File: config.mk
export PLATFORM = sky130hd
export DESIGN_NAME = pipeline_hazard_tracker
export DESIGN_NICKNAME = d
export VERILOG_FILES = /design/src/rtl/pipeline_hazard_tracker.sv
export SDC_FILE = /design/constraint.sdc
export NUM_CORES = 1
export LEC_CHECK = 0
export ABC_CLOCK_PERIOD_IN_PS = 4400
export CAP_MARGIN = 20
export CORE_ASPECT_RATIO = 1.1
export CORE_UTILIZATION = 36
export CTS_BUF_LIST = sky130_fd_sc_hd__clkbuf_4 sky130_fd_sc_hd__clkbuf_8
export DETAILED_ROUTE_END_ITERATION = 7
export DONT_BUFFER_PORTS = 1
export GPL_TIMING_DRIVEN = 0
export PLACE_DENSITY = 0.58
export SLEW_MARGIN = 20
export SYNTH_ARGS = -nofsm -noshare
export SYNTH_HDL_FRONTEND = slang
export SYNTH_SLANG_ARGS = --single-unit
export TNS_END_PERCENT = 20
File: constraint.sdc
create_clock -name clk -period 4.4 [get_ports clk]
set_clock_uncertainty 0.1 [all_clocks]
set_input_delay 1.32 -clock clk [delete_from_list [all_inputs] [get_ports clk]]
set_output_delay 1.32 -clock clk [all_outputs]
set_load 0.02 [all_outputs]
File: src/rtl/pipeline_hazard_tracker.sv
// Producer-side hazard tracker. It follows the writers held in EX, MEM and WB, and stalls
// the front end on load-use hazards and on outstanding loads, inserting NOP bubbles.
module pipeline_hazard_tracker #(
  parameter int         REG_INDEX_BIT_WIDTH = 4,
  parameter logic [3:0] LW_OPCODE           = 4'b0100,
  parameter logic [3:0] NOP_OPCODE          = 4'b0000,
  parameter int         MAX_WAIT            = 15
) (
  input  logic                           clk,
  input  logic                           reset_n,
  input  logic                           id_valid,
  input  logic [3:0]                     id_opcode,
  input  logic [REG_INDEX_BIT_WIDTH-1:0] id_dest,
  input  logic [REG_INDEX_BIT_WIDTH-1:0] id_src1,
  input  logic [REG_INDEX_BIT_WIDTH-1:0] id_src2,
  input  logic                           id_src1_used,
  input  logic                           id_src2_used,
  input  logic                           mem_ready,
  output logic                           stall,
  output logic [3:0]                     ex_opcode,
  output logic [3:0]                     mem_opcode,
  output logic [3:0]                     wb_opcode,
  output logic [REG_INDEX_BIT_WIDTH-1:0] ex_index,
  output logic [REG_INDEX_BIT_WIDTH-1:0] mem_index,
  output logic [REG_INDEX_BIT_WIDTH-1:0] wb_index,
  output logic                           wait_timeout
);

  localparam int NUM_STAGES = 3;
  localparam int S_EX       = 0;
  localparam int S_MEM      = 1;
  localparam int S_WB       = 2;
  localparam int CNT_W      = $clog2(MAX_WAIT + 1);

  localparam logic [CNT_W-1:0] CNT_MAX = CNT_W'(MAX_WAIT);
  localparam logic [CNT_W-1:0] CNT_ONE = CNT_W'(1);

  typedef enum logic {
    RUN      = 1'b0,
    MEM_WAIT = 1'b1
  } state_t;

  state_t                           state_reg, state_next;
  logic [CNT_W-1:0]                 cnt_reg, cnt_next;
  logic                             timeout_reg, timeout_next;

  logic [3:0]                       stage_op  [NUM_STAGES];
  logic [REG_INDEX_BIT_WIDTH-1:0]   stage_idx [NUM_STAGES];
  logic [3:0]                       op_next   [NUM_STAGES];
  logic [REG_INDEX_BIT_WIDTH-1:0]   idx_next  [NUM_STAGES];

  logic                             src1_hit;
  logic                             src2_hit;
  logic                             load_use;
  logic                             mem_busy;
  logic [3:0]                       ex_fill_op;
  logic [REG_INDEX_BIT_WIDTH-1:0]   ex_fill_idx;

  // One register pair per stage; the comb block decides what each stage loads.
  for (genvar gi = 0; gi < NUM_STAGES; gi++) begin : g_stage
    logic [3:0]                     op_reg;
    logic [REG_INDEX_BIT_WIDTH-1:0] idx_reg;

    always_ff @(posedge clk or negedge reset_n) begin
      if (!reset_n) begin
        op_reg  <= NOP_OPCODE;
        idx_reg <= '0;
      end else begin
        op_reg  <= op_next[gi];
        idx_reg <= idx_next[gi];
      end
    end

    assign stage_op[gi]  = op_reg;
    assign stage_idx[gi] = idx_reg;
  end

  always_ff @(posedge clk or negedge reset_n) begin
    if (!reset_n) begin
      state_reg   <= RUN;
      cnt_reg     <= '0;
      timeout_reg <= 1'b0;
    end else begin
      state_reg   <= state_next;
      cnt_reg     <= cnt_next;
      timeout_reg <= timeout_next;
    end
  end

  // Register 0 is hard-wired, so a load targeting it can never create a hazard.
  assign src1_hit = id_src1_used && (id_src1 == stage_idx[S_EX]);
  assign src2_hit = id_src2_used && (id_src2 == stage_idx[S_EX]);
  assign load_use = (stage_op[S_EX] == LW_OPCODE) && (stage_idx[S_EX] != '0) &&
                    id_valid && (src1_hit || src2_hit);
  assign mem_busy = (stage_op[S_MEM] == LW_OPCODE) && !mem_ready;

  assign ex_fill_op  = (id_valid && !load_use) ? id_opcode : NOP_OPCODE;
  assign ex_fill_idx = (id_valid && !load_use) ? id_dest   : '0;

  always_comb begin
    state_next   = state_reg;
    cnt_next     = cnt_reg;
    timeout_next = timeout_reg;
    stall        = 1'b0;
    for (int i = 0; i < NUM_STAGES; i++) begin
      op_next[i]  = stage_op[i];
      idx_next[i] = stage_idx[i];
    end

    case (state_reg)
      RUN: begin
        if (mem_busy) begin
          stall          = 1'b1;
          op_next[S_WB]  = NOP_OPCODE;
          idx_next[S_WB] = '0;
          state_next     = MEM_WAIT;
          cnt_next       = CNT_ONE;
        end else begin
          stall           = load_use;
          op_next[S_WB]   = stage_op[S_MEM];
          idx_next[S_WB]  = stage_idx[S_MEM];
          op_next[S_MEM]  = stage_op[S_EX];
          idx_next[S_MEM] = stage_idx[S_EX];
          op_next[S_EX]   = ex_fill_op;
          idx_next[S_EX]  = ex_fill_idx;
        end
      end

      MEM_WAIT: begin
        // The release cycle still stalls even though the pipeline advances.
        stall = 1'b1;
        if (mem_ready) begin
          op_next[S_WB]   = stage_op[S_MEM];
          idx_next[S_WB]  = stage_idx[S_MEM];
          op_next[S_MEM]  = stage_op[S_EX];
          idx_next[S_MEM] = stage_idx[S_EX];
          op_next[S_EX]   = ex_fill_op;
          idx_next[S_EX]  = ex_fill_idx;
          state_next      = RUN;
          cnt_next        = '0;
        end else begin
          op_next[S_WB]  = NOP_OPCODE;
          idx_next[S_WB] = '0;
          if (cnt_reg != CNT_MAX) begin
            cnt_next = cnt_reg + CNT_ONE;
          end
        end
      end

      default: begin
        state_next = RUN;
      end
    endcase

    if (cnt_next == CNT_MAX) begin
      timeout_next = 1'b1;
    end
  end

  assign ex_opcode    = stage_op[S_EX];
  assign mem_opcode   = stage_op[S_MEM];
  assign wb_opcode    = stage_op[S_WB];
  assign ex_index     = stage_idx[S_EX];
  assign mem_index    = stage_idx[S_MEM];
  assign wb_index     = stage_idx[S_WB];
  assign wait_timeout = timeout_reg;

endmodule

* Word level (Yosys, flattened, before mapping)
Index checks and enable logic that the tools add are counted.
Storage, ports and cells: flip-flop bits (word level) 30, bits of input ports 22, output and inout bits 26, logic and storage cells 52
Operators by class: add/subtract/negate cells 1, equality and inequality tests 8, multiplexer cells 21, bitwise logic cells 1, reduce and logical (&&, ||, !) cells 12
Operators by type and width (count):
- $pmux W12 S2 | 2
- $mux W4 | 9
- $mux W8 | 4
- $eq A4 B3 Y1 const B | 2
- $eq A4 B4 Y1 | 2
- $pmux W4 S2 | 1
- $logic_and A1 B1 Y1 | 7
- $add A4 B1 Y4 const B | 1
- $eq A4 B4 Y1 const B | 1
- $ne A2 B2 Y1 const B | 2
- $ne A4 B4 Y1 const B | 1
- $pmux W1 S2 | 2
- $reduce_bool A4 Y1 | 1
- $mux W1 | 3
- $logic_not A1 Y1 | 2
- $reduce_and A2 Y1 | 1
- $logic_or A1 B1 Y1 | 1
- $not A1 Y1 | 1

* Depth between registers and ports, before layout
Gate-level depths: netlist of run 1.
depth in word-level cells 9, mapped depth 6, mapped depth without buffers 6

* Worst setup path before layout of run 1
Ideal clock, no wire load.
kind input to output, start input id_valid, end output stall, arrival 2158 ps, required time 2980 ps, slack 822 ps, stages 4, buffers on the path 1, path through clkbuf_1 -> nand2_1 -> nor4_1 -> a31o_2
Between the ends: word-level cells in the longest chain between the ends 4
Ends and longest elaborated chain:
- start, declared | RTL line 11 | input logic id_valid,
- $logic_and A1 B1 Y1 | RTL line 93 | assign load_use = (stage_op[S_EX] == LW_OPCODE) && (stage_idx[S_EX] != '0) &&
- $logic_and A1 B1 Y1 | RTL line 94 | id_valid && (src1_hit || src2_hit);
- $mux W1 | RTL line 112 | if (mem_busy) begin
- $pmux W1 S2 | RTL line 110 | case (state_reg)
- end, declared | RTL line 19 | output logic stall,
Every way passes these cells.

* Worst setup path after layout of run 1
start input id_src1[0], end output stall
Between the ends: word-level cells in the longest chain between the ends 6
Ends and longest elaborated chain:
- start, declared | RTL line 14 | input logic [REG_INDEX_BIT_WIDTH-1:0] id_src1,
- $eq A4 B4 Y1 | RTL line 91 | assign src1_hit = id_src1_used && (id_src1 == stage_idx[S_EX]);
- $logic_and A1 B1 Y1 | RTL line 91
- $logic_or A1 B1 Y1 | RTL line 94
- $logic_and A1 B1 Y1 | RTL line 94
- $mux W1 | RTL line 112
- $pmux W1 S2 | RTL line 110
Every way passes these cells.

==> results of run 1 <==
per-stage QoR:
| step | hold slack [ns] | cell area, µm² | power [W] | setup WS (ns) | util |
|---|---|---|---|---|---|
| 2_1_floorplan | 0.400 | 1470 | 0.000679 | 0.822 | - |
| 3_3_place_gp | 0.444 | 1540 | 0.000724 | 0.697 | 0.391 |
| 3_5_place_dp | 0.450 | 1540 | 0.000736 | 0.645 | 0.391 |
| 4_1_cts | 0.463 | 1650 | 0.000998 | 0.641 | 0.419 |
| 5_1_grt | 0.475 | 1650 | 0.00104 | 0.557 | 0.419 |
| 6_report | 0.461 | 1650 | 0.000986 | 0.670 | 0.419 |
final cells by class:
cell class / count / area, µm²
Fill cell: 397 / 2290
Sequential cell: 30 / 751
Multi-Input combinational cell: 89 / 626
Clock buffer: 8 / 110
Buffer: 13 / 85.1
Tap cell: 52 / 65.1
Inverter: 3 / 11.3
layer usage:
metal  GRT usage  wire, µm  vias up  part of all wire
li1            -         -      494                 -
met1       0.177      1290      525              0.41
met2       0.257      1500       34              0.48
met3      0.0596       248        9             0.080
met4      0.0879        73        0             0.024
met5           0         0        -                 0
power groups by stage:
stage	combinational [W]	clock, W	sequential [W]
final	0.000230	0.000260	0.000497
after global placement	0.000223	0	0.000501
after global routing	0.000255	0.000279	0.000508
after floorplan	0.000202	0	0.000477
after detailed placement	0.000232	0	0.000504
after CTS	0.000232	0.000266	0.000499
final timing paths:
kind / slack, ns / to / start / cells past startpoint
min reg2reg: 0.46 / cnt_reg[1] / cnt_reg[1] / 1
max in group asynchronous: 3.49 / cnt_reg[2] / reset_n / 0
max: 0.67 / stall / id_src1[0] / 5
min in group asynchronous: 0.63 / mem_index[2] / reset_n / 0
min: 0.46 / cnt_reg[1] / cnt_reg[1] / 1
max reg2reg: 2.28 / mem_index[1] / mem_opcode[1] / 4
cells in the final DEF (no fill, tap or decap), types with 2 or more instances in the layout:
| master | n |
|---|---|
| dfrtp_1 | 30 |
| nand2_1 | 15 |
| buf_4 | 9 |
| a32oi_1 | 8 |
| o31ai_1 | 8 |
| clkbuf_8 | 8 |
| mux2_2 | 7 |
| nor2b_1 | 6 |
| xor2_1 | 6 |
| o21ai_0 | 4 |
| a21oi_1 | 4 |
| inv_1 | 3 |
| nand3_1 | 3 |
| nor2_1 | 3 |
| and2_1 | 3 |
| a21oi_2 | 2 |
| buf_2 | 2 |
| clkbuf_1 | 2 |
| xnor2_1 | 2 |
| nor3_1 | 2 |
| o22ai_1 | 2 |
cell families (layout without fill, tap and decap cells):
group	after synthesis	count (layout)	share of synthesized area
buffers and inverters	16	24	0.0654
flip-flops	30	30	0.510
adder cells (fa/ha/maj)	1	1	0.00849
AO/OA/AOI/OAI	35	35	0.182
multiplexers	7	7	0.0535
XOR/XNOR	8	8	0.0476
AND/OR/NAND/NOR	38	38	0.133
==> flow_summary.json, run 1 <==
{
  "syn2layout_area_growth_pct": 11.9,
  "grt_usage": 0.158,
  "switchingPower_w": 0.000364,
  "crit_path_end_kind": "primary output",
  "relSlewSlack": 0.726,
  "first_pass_iters": 4,
  "synthesis.instances": 135,
  "ys_types": 34,
  "die-area_um2": 4350,
  "clockRootBuffer": "clkbuf_8",
  "clock_path_buffers": 2,
  "synth_warnings": 0,
  "post-synth-top-count-cell": "dfrtp_1",
  "power.internal_w": 0.000622,
  "finalSetupTns_ns": 0,
  "clock_latency_ns": 0.28,
  "clockPowerShare": 0.263,
  "ir_drop_mv": 0.249,
  "slowest_delay_ns": 0.29,
  "gp_congestion": 0.809,
  "crit_path_max_fanout": 9,
  "hold_path_class": "reg2reg",
  "grt_pass1_vias": 1163,
  "drt.antenna.violating_nets": 0,
  "rsz0062_at_grt": "false",
  "drv_cap": 0,
  "nets": 165,
  "core-area_um2": 3930,
  "instances_no_fill": 195,
  "synth_flop_cell": "dfrtp_1",
  "numClockSinks": 30,
  "syn_area_um2": 1470,
  "drt_iter0_drc": 51,
  "comb_power_share": 0.233,
  "path_clk_slew_ns": 0.06,
  "critical-path-top-delay-family": "simple AND/OR/NAND/NOR gates",
  "ctsHoldBuffers": 0,
  "grt.overflow.total": 0,
  "hold_viol_final": 0,
  "startpoint_type": "primary input",
  "rows": 24,
  "ys_async_sr_fraction": 1.00,
  "vias": 1062,
  "period_share": 0.848,
  "crit_type": "in2out",
  "avgSynthCellArea_um2": 10.9,
  "cts_resized": 0,
  "antenna_cells": 0,
  "antenna_found_initial": 0,
  "grt_pass1_wl_um": 5330,
  "leakage_nw": 0.701,
  "timing.final.crit_period_ns": 3.73,
  "crit_arrival_ns": 2.31,
  "io_pins": 48,
  "crit_path_top_delay_cell": "a31o_2",
  "die_h_um": 69.1,
  "initial_core_util": 0.374,
  "yosysTopAreaCellShare": 0.510,
  "path_cells": "xor2_1 > nor3_1 > nand3_1 > nand2_1 > a31o_2",
  "worst_pin_slew_ns": 0.407,
  "yosys.area.top_type": "dfrtp_1",
  "portBuffers": 0,
  "path_buf_inv": 0,
  "worstPathRequired_ns": 2.98,
  "viasPerCell": 5.45,
  "cts_buffers": 5,
  "slew_violations": 0,
  "synth-edff-count": 0,
  "syn_nets": 158,
  "dp_hpwl_um": 2290,
  "synth-seq-cells": 30,
  "setup-violations-final": 0,
  "drc_errors": 0,
  "run_status": "complete, no violations",
  "seq_power_share": 0.504,
  "fmaxAchievable_mhz": 268,
  "powerDensity_nw_per_um2": 598,
  "synth_seq_area_share": 0.510,
  "cts_htree_levels": 2,
  "cts_tree": "yes",
  "wl_per_cell_um": 15.9,
  "synth_commonest_cells": "dfrtp_1, nand2_1, buf_4",
  "routed_wl_um": 3110,
  "drive_gt1_frac": 0.224,
  "postCtsSetupBuffers": 0,
  "switching_share": 0.369,
  "dp_cells": 187,
  "grt_max_degree": 31,
  "die_w_um": 63.0,
  "synth_area_leaders": "dfrtp_1, mux2_2, a32oi_1"
}
Note: power is estimated with default switching activity, not from simulation.
==> inputs of run 2 (changes only) <==
ABC_CLOCK_PERIOD_IN_PS = 3800   (was 4400)
clock period = 3.8 ns   (was 4.4 ns; I/O delays follow)
==> results of run 2 <==
The final DEF is identical to that of run 1. Status: complete, no violations.
Among the figures that moved: setup slack after placement 0.645 ns -> 0.405 ns; setup slack after layout 0.670 ns -> 0.430 ns; hold slack 0.461 ns -> 0.451 ns; register-to-register setup slack 2.28 ns -> 1.68 ns; total power 0.000986 W -> 0.00114 W; worst IR drop on VDD 0.249 mV -> 0.288 mV
==> inputs of run 3 (changes only) <==
CAP_MARGIN = default   (was 20)
GPL_ROUTABILITY_DRIVEN = 0   (was default)
==> results of run 3 <==
The final DEF is identical to that of run 1. Status: complete, no violations.
Among the figures that moved: setup slack after placement 0.645 ns -> 0.405 ns; setup slack after layout 0.670 ns -> 0.430 ns; hold slack 0.461 ns -> 0.451 ns; register-to-register setup slack 2.28 ns -> 1.68 ns; total power 0.000986 W -> 0.00114 W; worst IR drop on VDD 0.249 mV -> 0.288 mV
